File: config.mk
export PLATFORM = sky130hd
export DESIGN_NAME = spi_reg_bank
export DESIGN_NICKNAME = d
export VERILOG_FILES = /design/src/rtl/spi_reg_pkg.sv /design/src/rtl/spi_sync.sv /design/src/rtl/spi_reg_bank.sv
export SDC_FILE = /design/constraint.sdc
export NUM_CORES = 1
export LEC_CHECK = 0
export CORE_ASPECT_RATIO = 0.6
export CORE_MARGIN = 2
export CORE_UTILIZATION = 50
export CTS_CLUSTER_SIZE = 25
export DETAILED_ROUTE_END_ITERATION = 12
export PLACE_DENSITY = 0.75
export RECOVER_POWER = 25
export SYNTH_ARGS = -nofsm -noshare
export SYNTH_HDL_FRONTEND = slang
export SYNTH_SLANG_ARGS = --single-unit
File: constraint.sdc
create_clock -name clk -period 2.8 [get_ports clk]
set_clock_uncertainty 0.2 [all_clocks]
set_input_delay 0.7 -clock clk [delete_from_list [all_inputs] [get_ports clk]]
set_output_delay 0.7 -clock clk [all_outputs]
set_load 0.05 [all_outputs]
File: src/rtl/spi_reg_pkg.sv
// Shared types and frame-format constants for the SPI register bank.
package spi_reg_pkg;

  localparam int unsigned ADDR_W   = 7;
  localparam int unsigned CMD_BITS = 1 + ADDR_W;

  localparam logic RW_WRITE = 1'b1;
  localparam logic RW_READ  = 1'b0;

  typedef enum logic [1:0] {
    IDLE,
    CMD,
    DATA,
    DONE
  } state_t;

endpackage

File: src/rtl/spi_sync.sv
// Two-flop synchroniser followed by a one-flop edge detector for one async input.
module spi_sync (
  input  logic clk,
  input  logic rst_n,
  input  logic din,
  output logic level,
  output logic rise,
  output logic fall
);

  logic meta;
  logic sync;
  logic prev;

  always_ff @(posedge clk or negedge rst_n) begin
    if (!rst_n) begin
      meta <= 1'b0;
      sync <= 1'b0;
      prev <= 1'b0;
    end else begin
      meta <= din;
      sync <= meta;
      prev <= sync;
    end
  end

  assign level = sync;
  assign rise  = sync & ~prev;
  assign fall  = ~sync & prev;

endmodule

File: src/rtl/spi_reg_bank.sv
// SPI-slave (mode 0, MSB first) register bank with atomic commit at frame end.
// Optional register read-back on CIPO is enabled by defining SPI_READ_EN.
module spi_reg_bank
  import spi_reg_pkg::*;
#(
  parameter int unsigned NUM_REGS = 5,
  parameter int unsigned DATA_W   = 8
) (
  input  logic                       clk,
  input  logic                       rst_n,
  input  logic                       SCLK,
  input  logic                       nCS,
  input  logic                       COPI,
  output logic                       CIPO,
  output logic [NUM_REGS*DATA_W-1:0] regs_o,
  output logic                       wr_strobe,
  output logic [ADDR_W-1:0]          wr_addr,
  output logic                       frame_err
);

  localparam int unsigned CNT_W = 6;

  logic sclk_level, sclk_rise, sclk_fall;
  logic ncs_level, ncs_rise, ncs_fall;
  logic copi_level, copi_rise, copi_fall;

  spi_sync u_sclk (.clk(clk), .rst_n(rst_n), .din(SCLK), .level(sclk_level), .rise(sclk_rise), .fall(sclk_fall));
  spi_sync u_ncs  (.clk(clk), .rst_n(rst_n), .din(nCS),  .level(ncs_level),  .rise(ncs_rise),  .fall(ncs_fall));
  spi_sync u_copi (.clk(clk), .rst_n(rst_n), .din(COPI), .level(copi_level), .rise(copi_rise), .fall(copi_fall));

  state_t              state;
  logic [CNT_W-1:0]    bit_cnt;
  logic [CMD_BITS-1:0] cmd_sr;
  logic [DATA_W-1:0]   data_sr;
  logic                over_len;
  logic                rd_frame;

  logic [CMD_BITS-1:0] cmd_next;
  logic [DATA_W-1:0]   data_next;
  logic [ADDR_W-1:0]   addr;
  logic                addr_ok;
  logic                ignored;
  logic                do_commit;
  logic                do_err;

  logic unused_bits;
  assign unused_bits = &{1'b0, sclk_level, ncs_level, copi_rise, copi_fall, cmd_sr[CMD_BITS-1]};

  assign cmd_next  = {cmd_sr[CMD_BITS-2:0], copi_level};
  assign data_next = DATA_W'({data_sr, copi_level});
  assign addr      = cmd_sr[ADDR_W-1:0];
  assign addr_ok   = 32'(addr) < NUM_REGS;

  // The R/W bit is only known once the first bit of a frame has been sampled.
  always_comb begin
    ignored   = 1'b0;
    do_commit = 1'b0;
    do_err    = 1'b0;
`ifndef SPI_READ_EN
    ignored = rd_frame && (state != CMD || bit_cnt != '0);
`endif
    if (ncs_rise && !ignored) begin
      case (state)
        CMD, DATA: do_err = 1'b1;
        DONE: begin
          if (over_len || !addr_ok) do_err = 1'b1;
          else if (!rd_frame)       do_commit = 1'b1;
        end
        default: ;
      endcase
    end
  end

  always_ff @(posedge clk or negedge rst_n) begin
    if (!rst_n) begin
      state     <= IDLE;
      bit_cnt   <= '0;
      cmd_sr    <= '0;
      data_sr   <= '0;
      over_len  <= 1'b0;
      rd_frame  <= 1'b0;
      regs_o    <= '0;
      wr_strobe <= 1'b0;
      wr_addr   <= '0;
      frame_err <= 1'b0;
    end else begin
      wr_strobe <= 1'b0;
      frame_err <= 1'b0;
      if (ncs_rise) begin
        state <= IDLE;
        if (do_commit) begin
          for (int unsigned k = 0; k < NUM_REGS; k++) begin
            if (addr == ADDR_W'(k)) regs_o[k*DATA_W +: DATA_W] <= data_sr;
          end
          wr_addr   <= addr;
          wr_strobe <= 1'b1;
        end
        if (do_err) frame_err <= 1'b1;
      end else if (ncs_fall) begin
        state    <= CMD;
        bit_cnt  <= '0;
        cmd_sr   <= '0;
        data_sr  <= '0;
        over_len <= 1'b0;
        rd_frame <= 1'b0;
      end else if (sclk_rise) begin
        case (state)
          CMD: begin
            cmd_sr <= cmd_next;
            if (bit_cnt == '0) rd_frame <= (copi_level == RW_READ);
            if (bit_cnt == CNT_W'(CMD_BITS - 1)) begin
              state   <= DATA;
              bit_cnt <= '0;
            end else begin
              bit_cnt <= bit_cnt + CNT_W'(1);
            end
          end
          DATA: begin
            data_sr <= data_next;
            if (bit_cnt == CNT_W'(DATA_W - 1)) begin
              state   <= DONE;
              bit_cnt <= '0;
            end else begin
              bit_cnt <= bit_cnt + CNT_W'(1);
            end
          end
          DONE:    over_len <= 1'b1;
          default: ;
        endcase
      end
    end
  end

`ifdef SPI_READ_EN
  logic [DATA_W-1:0] out_sr;
  logic [DATA_W-1:0] rd_word;
  logic              rd_load;

  always_comb begin
    rd_word = '0;
    for (int unsigned k = 0; k < NUM_REGS; k++) begin
      if (cmd_next[ADDR_W-1:0] == ADDR_W'(k)) rd_word = regs_o[k*DATA_W +: DATA_W];
    end
  end

  assign rd_load = sclk_rise && state == CMD && bit_cnt == CNT_W'(CMD_BITS - 1)
                   && cmd_next[CMD_BITS-1] == RW_READ;

  always_ff @(posedge clk or negedge rst_n) begin
    if (!rst_n) begin
      out_sr <= '0;
      CIPO   <= 1'b0;
    end else if (ncs_rise || ncs_fall) begin
      out_sr <= '0;
      CIPO   <= 1'b0;
    end else if (rd_load) begin
      out_sr <= (32'(cmd_next[ADDR_W-1:0]) < NUM_REGS) ? rd_word : '0;
    end else if (sclk_fall) begin
      if (state == DATA && rd_frame) begin
        CIPO   <= out_sr[DATA_W-1];
        out_sr <= out_sr << 1;
      end else begin
        CIPO <= 1'b0;
      end
    end
  end
`else
  assign CIPO = 1'b0;
`endif

endmodule
======== Yosys cells after proc, flatten, opt, wreduce, memory -nomap -nowiden ========
Index checks and enable logic that the tools add are counted.
storage, ports and cells
  flip-flop bits (word level) ............. 82
  input bits .............................. 5
  output and inout bits ................... 50
  word-level logic and storage cells ...... 107
operators by class
  add/subtract/negate cells ............... 1
  $lt $le $gt $ge ......................... 1
  equal/unequal tests ..................... 11
  mux-type cells .......................... 34
  bitwise operators ....................... 8
  reduce and logical (&&, ||, !) cells .... 30
operators with widths
  cell                   number
  $reduce_and A3 Y1      9
  $mux W6                4
  $mux W8                3
  $mux W7                3
  $mux W1                17
  $eq A7 B2 Y1 const B   2
  $reduce_bool A2 Y1     6
  $mux W2                5
  $ne A4 B4 Y1 const B   2
  $reduce_and A4 Y1      2
  $eq A7 B1 Y1 const B   1
  $eq A7 B3 Y1 const B   1
  $logic_not A7 Y1       1
  $lt A7 B3 Y1 const B   1
  $add A6 B1 Y6 const B  1
  $eq A6 B3 Y1 const B   1
  $logic_not A6 Y1       1
  $reduce_bool A6 Y1     1
  $not A1 Y1             5
  $eq A2 B2 Y1 const B   2
  $pmux W2 S2            1
  $reduce_bool A4 Y1     1
  $and A1 B1 Y1          3
  $reduce_bool A3 Y1     1
  8 further kinds        11

======== Longest topological paths before layout ========
  word-level depth ........................ 8
  depth in mapped cells ................... 7
  depth with buffers taken out ............ 6

======== By module ========
From an unflattened synthesis, not the netlist that was laid out.
unflattened totals
  cell total of the unflattened synthesis .. 283
  area, all modules ....................... 3549.7 um2
modules (own cells, without submodules)
  module        times used  cells an instance  area an instance (um2)  sequential area each (um2)
  spi_reg_bank  1           268                3279.4                  1851.8
  spi_sync      3           5                  90.1                    75.1

======== Worst setup path before layout ========
No wires, ideal clock.
  kind .................................... flip-flop to flip-flop
  from .................................... register u_ncs.prev
  to ...................................... register regs_o[13]
  data arrival time ....................... 1857 ps
  data required time ...................... 2475 ps
  setup slack ............................. 618 ps
  cell stages (with the launch flop) ...... 8
  buffers on the path ..................... 1
  period minus slack after synthesis ...... 2182 ps
  path through ............................ dfrtp_1 inv_1 ha_1 buf_2 nand3b_1 nor4b_4 nand3b_4 mux2_4
between the ends
  longest elaborated chain between the ends .. 5
ends and longest elaborated chain
  element                               line                source
  start, declared                       spi_sync.sv:13      logic prev;
  start signal, assigned                spi_sync.sv:23      prev <= sync;
  $not A1 Y1 *                          spi_sync.sv:28      assign rise = sync & ~prev;
  $and A1 B1 Y1 *                       spi_sync.sv:28
  $logic_and A1 B1 Y1                   spi_reg_bank.sv:62  if (ncs_rise && !ignored) begin
  $mux W1                               spi_reg_bank.sv:62
  $reduce_and A3 Y1 (no source line) *  n/a
  end signal, assigned by index         spi_reg_bank.sv:93  if (addr == ADDR_W'(k)) regs_o[k*DATA_W +: DATA_W] <= data_sr;
  end, declared                         spi_reg_bank.sv:15  output logic [NUM_REGS*DATA_W-1:0] regs_o,
Mark *: on every way between the ends. The rest lies on a longest branch, timed or not.
A chain may end at the register's enable or synchronous reset.

======== Final worst setup path ========
  from .................................... register regs_o[13]
  to ...................................... output regs_o[13]
No word-level cell between the ends.

==> impl_metrics.tcl <==
set metrics [dict create \
    cts_made_buffers 9 \
    final_common_cell "dfrtp_1" \
    use_met2_pct 29.3 \
    port_buffers 53 \
    wl_mm 7.48 \
    drt_first_pass_iters 4 \
    post-route-drc-count 0 \
    chipHeight_um 68.9 \
    grt.busiest_layer "met1" \
    power_density_nw_per_um2 889 \
    pre_cts_ws_ns 0.507 \
    fin_tns_setup_ns 0 \
    overflow 0 \
    syn_nets 296 \
    crit_buf_inv 1 \
    start_util_pct 52.1 \
    syn_avg_cell_area_sq_um 12.4 \
    antenna_found_initial 0 \
    ys_warn_count 0 \
    nets 354 \
    drt_iter0_drc 110 \
    synth-edff-count 0 \
    critPathMaxFanout 2 \
    grt_first_pass_wirelength_mm 12.2 \
    fmax_mhz 412 \
    final_cell_mix "82 x dfrtp_1, 52 x clkdlybuf4s50_1, 41 x mux2_2" \
    row_count 23 \
    synth_ff_type "dfrtp_1" \
    cts_htree_levels 3 \
    yosysTopAreaCell "dfrtp_1" \
    globalplace.congestion 0.839 \
    endpoint_kind "primary output" \
    ys_seq_area_share_pct 58.5 \
    dieArea_sq_um 7720 \
    num_antenna_cells 0 \
    rsz0062_at_grt "no" \
    vias_per_cell 5.54 \
    ys_top_cells_by_area "dfrtp_1 58%, mux2_2 13%, nand2_1 3.2%" \
    yosysTopAreaCellShare_pct 58.5 \
    areaGrowthSynthToFinish_pct 28.1 \
    holdCritPathClass "reg2reg" \
    clk_pin_slew_ns 0.06 \
    ir_drop_v 0.000441 \
    vias 2397 \
    tritoncts "yes" \
    tightest_slew_ns 1.78 \
    p_leak_nw 2.11 \
    postCtsSetupRepairBufs 0 \
    clockBufferDepth 2 \
    cts_root_buffer "clkbuf_16" \
    hold_viol 0 \
    drv_slew 83 \
    status "finished, violations left" \
    violations "capacitance limit, slew limit" \
    synth.distinct_cells 45 \
    cp.arrival_ns 1.52 \
    clk_latency_ns 0.33 \
    die_w_um 112 \
    setup_slack_ns 0.376 \
    fin_crit_ns 2.42 \
    setup_violations 0 \
    place_hpwl_mm 5.01 \
    critPathKind "reg2out" \
    track_usage_pct 21.1 \
    met1_usage_pct 31.6 \
    start_kind "flop" \
    grt_util_met3_pct 8.22 \
    finalInstanceArea_sq_um 4490 \
    crit_chain "clkdlybuf4s50_1" \
    grt_max_degree 83 \
    drtAntennaViolNets 0 \
    async_flop_share_pct 100 \
    drive_above_1_share_pct 20.2 \
    fin_crit_sh_pct 86.6 \
    grt_pass1_vias 2294 \
    slowest_stage "clkdlybuf4s50_1" \
    synth_area_sq_um 3510 \
    slew_headroom_pct -19.0 \
    coreArea_sq_um 6730 \
    cpLargestDelayFamily "buffers and inverters" \
    max_stage_delay_ns 0.81 \
    ctsHoldBuffers 0 \
    wl_per_cell_um 17.3 \
    io_pins 55 \
    synth-seq-cells 82 \
    post_dp_cell_area_sq_um 4140 \
    max_cap_violations 1 \
    cts_num_sinks 82 \
    postCtsResizedCells 0 \
    crit_required_ns 1.90 \
    holdWs_ns 0.145 \
    netlist_instances 283 \
]
-- routing by layer --
layer | part of all wire, % | vias to the layer above
met1 | 51 | 1200
met4 | 0.59 | 0
met3 | 6.8 | 6
met2 | 41 | 67
met5 | 0 | -
li1 | - | 1124
-- sequential cells by signal (all words and copies together), names as in the netlist --
register and count:
u_sclk.level 1, over_len 1, bit_cnt 6, u_ncs.level 1
u_ncs.prev 1, u_sclk.meta 1, rd_frame 1, regs_o 40
cmd_sr 7, u_sclk.prev 1, wr_strobe 1, u_copi.level 1
state 2, u_ncs.meta 1, data_sr 8, wr_addr 7
u_copi.meta 1, frame_err 1
-- cells in the mapped netlist, types with 3 or more instances --
cell type	instances
dfrtp_1	82
mux2_2	41
nand2_1	30
nor2_1	13
o21ai_0	12
nand3_1	9
a31oi_1	8
clkbuf_1	8
ha_1	8
a21oi_1	7
inv_1	7
nor2b_1	6
and2b_1	4
nand4_1	3
o221ai_1	3
-- cell type report --
cell class	instances	area [sq um]
Clock inverter	5	125
Inverter	7	26.3
Timing Repair Buffer	59	571
Tap cell	87	109
Sequential cell	82	2050
Multi-Input combinational cell	182	1370
Fill cell	505	2240
Clock buffer	11	243
-- power by group --
part | leakage [nW] | total (mW) | switching, mW | internal (mW)
logic | 0.863 | 0.885 | 0.526 | 0.359
registers | 1.07 | 1.68 | 0.304 | 1.38
clock network | 0.180 | 1.43 | 0.447 | 0.984
-- cells by family (layout without fill, tap and decap cells) --
family / count (synthesis) / in the layout / share of synthesized area, %
buffers and inverters: 19 / 82 / 2.50
AO/OA/AOI/OAI: 42 / 42 / 7.53
multiplexers: 43 / 43 / 14.0
AND/OR/NAND/NOR: 86 / 86 / 14.0
flip-flops: 82 / 82 / 58.5
other: 1 / 1 / 0.107
XOR/XNOR: 2 / 2 / 0.499
adder cells (fa/ha/maj): 8 / 8 / 2.85
-- stage by stage --
step	utilization, %	std cells	power (mW)
after global routing	66.7	433	4.21
final	66.7	433	4.00
after CTS	67.0	433	4.02
after global placement	61.5	417	2.53
after detailed placement	61.5	417	2.57
after floorplan	-	283	2.26
-- final timing paths --
path                       cells past startpoint            to         from  slack, ns
setup / recovery                               1    regs_o[13]   regs_o[13]       0.38
hold / removal                                 0  u_sclk.level  u_sclk.meta       0.14
setup reg to reg                               6    wr_addr[0]   u_ncs.prev       0.51
hold reg to reg                                0  u_sclk.level  u_sclk.meta       0.14
max in group asynchronous                      2      state[1]        rst_n       0.56
min in group asynchronous                      2    regs_o[21]        rst_n       0.74
Note: power is estimated with default switching activity, not from simulation.
